`config.mk`:
```
export PLATFORM = sky130hd
export DESIGN_NAME = imu_sample_sequencer
export DESIGN_NICKNAME = d
export VERILOG_FILES = /design/src/rtl/imu_sample_sequencer.sv
export SDC_FILE = /design/constraint.sdc
export NUM_CORES = 1
export LEC_CHECK = 0
export BUFFER_PORTS_ARGS = -buffer_cell sky130_fd_sc_hd__buf_4
export CORE_ASPECT_RATIO = 0.8
export CORE_MARGIN = 10
export CORE_UTILIZATION = 56
export CTS_CLUSTER_DIAMETER = 40
export DETAILED_ROUTE_END_ITERATION = 12
export GPL_ROUTABILITY_DRIVEN = 0
export GPL_TIMING_DRIVEN = 1
export MAX_ROUTING_LAYER = met4
export PLACE_DENSITY = 0.81
export SYNTH_ARGS = -nofsm -noshare
export SYNTH_HDL_FRONTEND = slang
export SYNTH_SLANG_ARGS = --single-unit
```
`constraint.sdc`:
```
create_clock -name clk -period 3.1 [get_ports clk]
set_input_delay 0.62 -clock clk [delete_from_list [all_inputs] [get_ports clk]]
set_output_delay 0.62 -clock clk [all_outputs]
set_load 0.02 [all_outputs]
```
`src/rtl/imu_sample_sequencer.sv`:
```
// Sequences the IMU I2C driver: one init pulse, periodic read handshakes,
// then block-averages 2^LOG2_AVG sample sets of the six axis registers.
module imu_sample_sequencer #(
  parameter int SAMPLE_PERIOD = 10000000,
  parameter int SETTLE_CYCLES = 2000000,
  parameter int LOG2_AVG      = 2
) (
  input  logic        clk,
  input  logic        rst,
  input  logic        enable,
  output logic [31:0] cmd,
  input  logic [31:0] raw_acl_x,
  input  logic [31:0] raw_acl_y,
  input  logic [31:0] raw_acl_z,
  input  logic [31:0] raw_mag_x,
  input  logic [31:0] raw_mag_y,
  input  logic [31:0] raw_mag_z,
  output logic [15:0] avg_acl_x,
  output logic [15:0] avg_acl_y,
  output logic [15:0] avg_acl_z,
  output logic [15:0] avg_mag_x,
  output logic [15:0] avg_mag_y,
  output logic [15:0] avg_mag_z,
  output logic        avg_valid,
  output logic        busy
);

  localparam int PW = $clog2(SAMPLE_PERIOD);
  localparam int SW = $clog2(SETTLE_CYCLES + 1);
  localparam int AW = 16 + LOG2_AVG;
  localparam int CW = LOG2_AVG + 1;
  localparam logic [PW-1:0] PERIOD_LAST = PW'(SAMPLE_PERIOD - 1);
  localparam logic [SW-1:0] SETTLE_LAST = SW'(SETTLE_CYCLES - 1);
  localparam logic [CW-1:0] COUNT_LAST  = CW'((1 << LOG2_AVG) - 1);

  typedef enum logic [2:0] {
    INIT,
    INIT_SETTLE,
    WAIT_PERIOD,
    ISSUE,
    READ_SETTLE,
    LATCH
  } state_t;

  state_t          state_reg, state_next;
  logic [SW-1:0]   settle_cnt_reg;
  logic [PW-1:0]   period_cnt_reg;
  logic [15:0]     idx_reg;
  logic [15:0]     cmd_idx_reg, cmd_idx_next;
  logic            cmd_init_reg, cmd_init_next;
  logic [CW-1:0]   count_reg;
  logic            avg_valid_reg;
  logic            settle_done, period_expired, issue_go, latch_now, window_done;
  logic [31:0]     raw [6];
  logic [15:0]     avg_all [6];
  logic [5:0]      unused_upper;

  assign raw[0] = raw_acl_x;
  assign raw[1] = raw_acl_y;
  assign raw[2] = raw_acl_z;
  assign raw[3] = raw_mag_x;
  assign raw[4] = raw_mag_y;
  assign raw[5] = raw_mag_z;

  assign settle_done    = (settle_cnt_reg == SETTLE_LAST);
  assign period_expired = (period_cnt_reg == PERIOD_LAST);
  assign latch_now      = (state_reg == LATCH);
  assign window_done    = latch_now && (count_reg == COUNT_LAST);

  // cmd is registered: the index is loaded on the WAIT_PERIOD exit so it shows during ISSUE
  always_comb begin
    state_next    = state_reg;
    issue_go      = 1'b0;
    cmd_init_next = 1'b0;
    cmd_idx_next  = cmd_idx_reg;
    busy          = 1'b1;
    case (state_reg)
      INIT: begin
        cmd_init_next = 1'b1;
        state_next    = INIT_SETTLE;
      end
      INIT_SETTLE: if (settle_done) state_next = WAIT_PERIOD;
      WAIT_PERIOD: begin
        busy = 1'b0;
        if (enable && period_expired) begin
          issue_go     = 1'b1;
          cmd_idx_next = idx_reg;
          state_next   = ISSUE;
        end
      end
      ISSUE:       state_next = READ_SETTLE;
      READ_SETTLE: if (settle_done) state_next = LATCH;
      LATCH:       state_next = WAIT_PERIOD;
      default:     state_next = INIT;
    endcase
  end

  always_ff @(posedge clk) begin
    if (rst) begin
      state_reg      <= INIT;
      settle_cnt_reg <= '0;
      period_cnt_reg <= '0;
      idx_reg        <= 16'd1;
      cmd_idx_reg    <= '0;
      cmd_init_reg   <= 1'b0;
      count_reg      <= '0;
      avg_valid_reg  <= 1'b0;
    end else begin
      state_reg     <= state_next;
      cmd_init_reg  <= cmd_init_next;
      cmd_idx_reg   <= cmd_idx_next;
      avg_valid_reg <= window_done;
      if (state_reg == INIT_SETTLE || state_reg == READ_SETTLE)
        settle_cnt_reg <= settle_done ? '0 : settle_cnt_reg + SW'(1);
      else
        settle_cnt_reg <= '0;
      // Leaving init with the timer expired lets the first read go out at once
      if (issue_go)
        period_cnt_reg <= '0;
      else if (state_reg == INIT_SETTLE && settle_done)
        period_cnt_reg <= PERIOD_LAST;
      else if (!period_expired)
        period_cnt_reg <= period_cnt_reg + PW'(1);
      if (latch_now) begin
        idx_reg   <= idx_reg + 16'd1;
        count_reg <= window_done ? '0 : count_reg + CW'(1);
      end
    end
  end

  genvar gi;
  generate
    for (gi = 0; gi < 6; gi++) begin : g_axis
      logic signed [AW-1:0] acc_reg;
      logic signed [AW-1:0] sample_ext;
      logic signed [AW-1:0] sum;
      logic [15:0]          avg_reg;

      assign sample_ext = AW'($signed(raw[gi][15:0]));
      assign sum        = acc_reg + sample_ext;

      always_ff @(posedge clk) begin
        if (rst) begin
          acc_reg <= '0;
          avg_reg <= '0;
        end else if (latch_now) begin
          if (window_done) begin
            acc_reg <= '0;
            avg_reg <= 16'(sum >>> LOG2_AVG);
          end else begin
            acc_reg <= sum;
          end
        end
      end

      assign avg_all[gi]      = avg_reg;
      assign unused_upper[gi] = ^raw[gi][31:16];
    end
  endgenerate

  assign cmd       = {15'b0, cmd_idx_reg, cmd_init_reg};
  assign avg_valid = avg_valid_reg;
  assign avg_acl_x = avg_all[0];
  assign avg_acl_y = avg_all[1];
  assign avg_acl_z = avg_all[2];
  assign avg_mag_x = avg_all[3];
  assign avg_mag_y = avg_all[4];
  assign avg_mag_z = avg_all[5];

endmodule
```
==> impl_metrics.csv <==
group,metric,value,unit
placed_design,dp_worst_setup_slack,44.04,ps
placed_design,hpwl,31530,um
worst_setup_path,crit_slowest_cell,"fa_1",
final_layout,largest_register_ffs,108,
synth,synth_cell_type_count,72,
timing,clock_skew,21.92,ps
worst_setup_path,crit_arrival,3060,ps
global_route,grt_pass1_vias,13990,
timing,hold_viol,0,
status,status,"complete, no violations",
global_route,grt_pass1_wl,71080,um
placed_design,dp.cells,2410,
final_layout,layout_common_cells,"dfxtp_1 (289), nand2_1 (274), buf_4 (239), a21oi_1 (187), nor2_1 (155)",
floorplan,rows,54,
synth,synthArstFlopShare,0,%
power_and_ir_drop,p_switching,2.039,mW
timing,finalMaxSlewViolations,0,
clock_network,clock_latency,520,ps
global_route,grt_overflow,0,
timing,setup_ws,415.2,ps
clock_network,path_clk_slew,60,ps
power_and_ir_drop,vdd_drop_max,341.3,uV
worst_setup_path,critical_path_required,3470,ps
placed_design,io_buffers,213,
global_route,grt_max_degree,62,
clock_network,cts_tree,"done",
global_route,grtUsageTotal,25.13,%
floorplan,core_area,0.02736,mm2
timing,timing.setup.tns,0,ps
clock_network,cts_root_buf,"clkbuf_16",
worst_setup_path,critical_path_class,"reg -> reg",
timing,timing.final.crit_share,86.60,%
synth,ys_ff_latch,289,
clock_network,cts_sinks,289,
final_layout,mostFrequentLayoutCell,"dfxtp_1",
routing,drc,0,
routing,drt-wirelength-per-cell,18.08,um
clock_network,clockBufferDepth,3,
power_and_ir_drop,leakage,7.777,nW
clock_network,htree_levels,2,
timing,max_slew_margin,39.07,%
final_layout,fin_nets,2393,
power_and_ir_drop,pwr-share-clk,52.0,%
synth,yosysWarnings,0,
power_and_ir_drop,switching_share,23.03,%
timing,fmax,372.5,MHz
worst_setup_path,critPathMaxStageDelay,430,ps
worst_setup_path,worstPathMaxFanout,3,
routing,drt_iter0_markers,1122,
hold_path,min_path_type,"in -> reg",
clock_network,ctsHoldBuffers,0,
final_layout,drive_above_1_share,15.22,%
worst_setup_path,worstSetupStartpointType,"register",
global_route,antenna_found_initial,0,
clock_network,numCtsBuffers,38,
power_and_ir_drop,intPower,6.816,mW
floorplan,fp.dieArea,0.03500,mm2
worst_setup_path,endpoint_kind,"register",
final_layout,area_growth,20.89,%
power_and_ir_drop,powerDensity,469.1,mW/mm2
floorplan,initial_core_util,57.06,%
synth,synth_ff_type,"dfxtp_1",
worst_setup_path,critPathBufInv,1,
final_layout,final_cells,2479,
routing,ant_nets,0,
routing,drt_pass1_iterations,5,
power_and_ir_drop,p_comb_share,5.9,%
floorplan,io_pins,325,
timing,rsz0062_at_grt,"false",
floorplan,die_h,169.4,um
routing,avgViaCountPerCell,5.925,
synth,synth_edf_count,0,
final_layout,antenna_cells,0,
clock_network,cts_setup_buffers,0,
flow_run,drv_cap,0,
synth,syn_inst,1896,
synth,syn-cell-area,0.01561,mm2
timing,worst_pin_slew,911.8,ps
synth,seq_area_frac_synth,37.05,%
routing,vias,14690,
timing,period_minus_slack,2685,ps
worst_setup_path,crit_chain,"ha_1, fa_1, a21oi_1, o21a_1, o41ai_1, a311oi_1, buf_4, a21boi_1, xnor2_1, o31ai_1",
worst_setup_path,crit_family,"compound AO/OA/AOI/OAI gates",
final_layout,finish.utilization,68.98,%
clock_network,post_cts_resized,0,
power_and_ir_drop,power_frac_seq,42.1,%
synth,postSynthAreaPerCell,8.235,um2
routing,routed_wl,44820,um
timing,setup_viol,0,
floorplan,die_w,206.7,um
kinds of logic after synthesis:
logic type	synth area share, %
buffers and inverters	3.943
adder cells (fa/ha/maj)	9.264
AND/OR/NAND/NOR	20.57
AO/OA/AOI/OAI	21.21
multiplexers	0.1282
other	0.02402
flip-flops	37.05
XOR/XNOR	7.805
cell type report:
type                       instances  area [um2]
multi-input combinational       1477        9293
fill                            2166        8488
sequential                       289        5786
timing repair buffer             243        1866
clock buffer                      47        1025
tap                              364       455.4
clock inverter                    22       312.8
inverter                          37       138.9
power by group through the flow:
stage / clock network (mW) / logic [mW] / registers (mW)
3_3_place_gp: 0 / 0.497 / 3.81
5_1_grt: 4.84 / 0.568 / 3.73
6_report: 4.61 / 0.520 / 3.73
2_1_floorplan: 0 / 0.326 / 3.81
3_5_place_dp: 0 / 0.506 / 3.81
4_1_cts: 4.68 / 0.512 / 3.73
layer usage:
metal	wire length [um]	track usage, %	part of all wire (%)	vias up
li1	-	-	-	7148
met1	20280	32.95	45	6949
met2	20300	39.40	45	525
met3	3263	4.179	7.3	66
met4	966	6.684	2.2	0
met5	0	-	0	-
synthesized netlist by cell type, types with 35 or more instances:
| master | count | area [um2] |
|---|---|---|
| dfxtp_1 | 289 | 5786 |
| nand2_1 | 275 | 1032 |
| a21oi_1 | 187 | 935.9 |
| nor2_1 | 157 | 589.3 |
| ha_1 | 106 | 1326 |
| nand3_1 | 78 | 390.4 |
| clkbuf_1 | 75 | 281.5 |
| xnor2_1 | 69 | 604.3 |
| o21ai_0 | 64 | 320.3 |
| xor2_1 | 62 | 543.0 |
| inv_1 | 37 | 138.9 |
| o21ai_1 | 36 | 180.2 |
| nor3_1 | 35 | 175.2 |
worst paths after layout:
kind	slack, ps	cells past startpoint	to	startpoint
setup / recovery	420	10	avg_mag_z[12]	g_axis[5].acc_reg[0]
setup reg to reg	420	10	avg_mag_z[12]	g_axis[5].acc_reg[0]
hold reg to reg	450	1	settle_cnt_reg[0]	settle_cnt_reg[0]
hold / removal	350	2	g_axis[5].acc_reg[0]	rst
stage by stage:
step	cell area (um2)	hold WS, ps	power [mW]
after floorplan	15670	412.9	4.133
after global placement	17540	422.0	4.306
after detailed placement	17540	444.3	4.316
after CTS	18880	331.0	8.919
after global routing	18880	339.8	9.131
final	18880	353.0	8.855
Power figures use the tool's default switching activity.
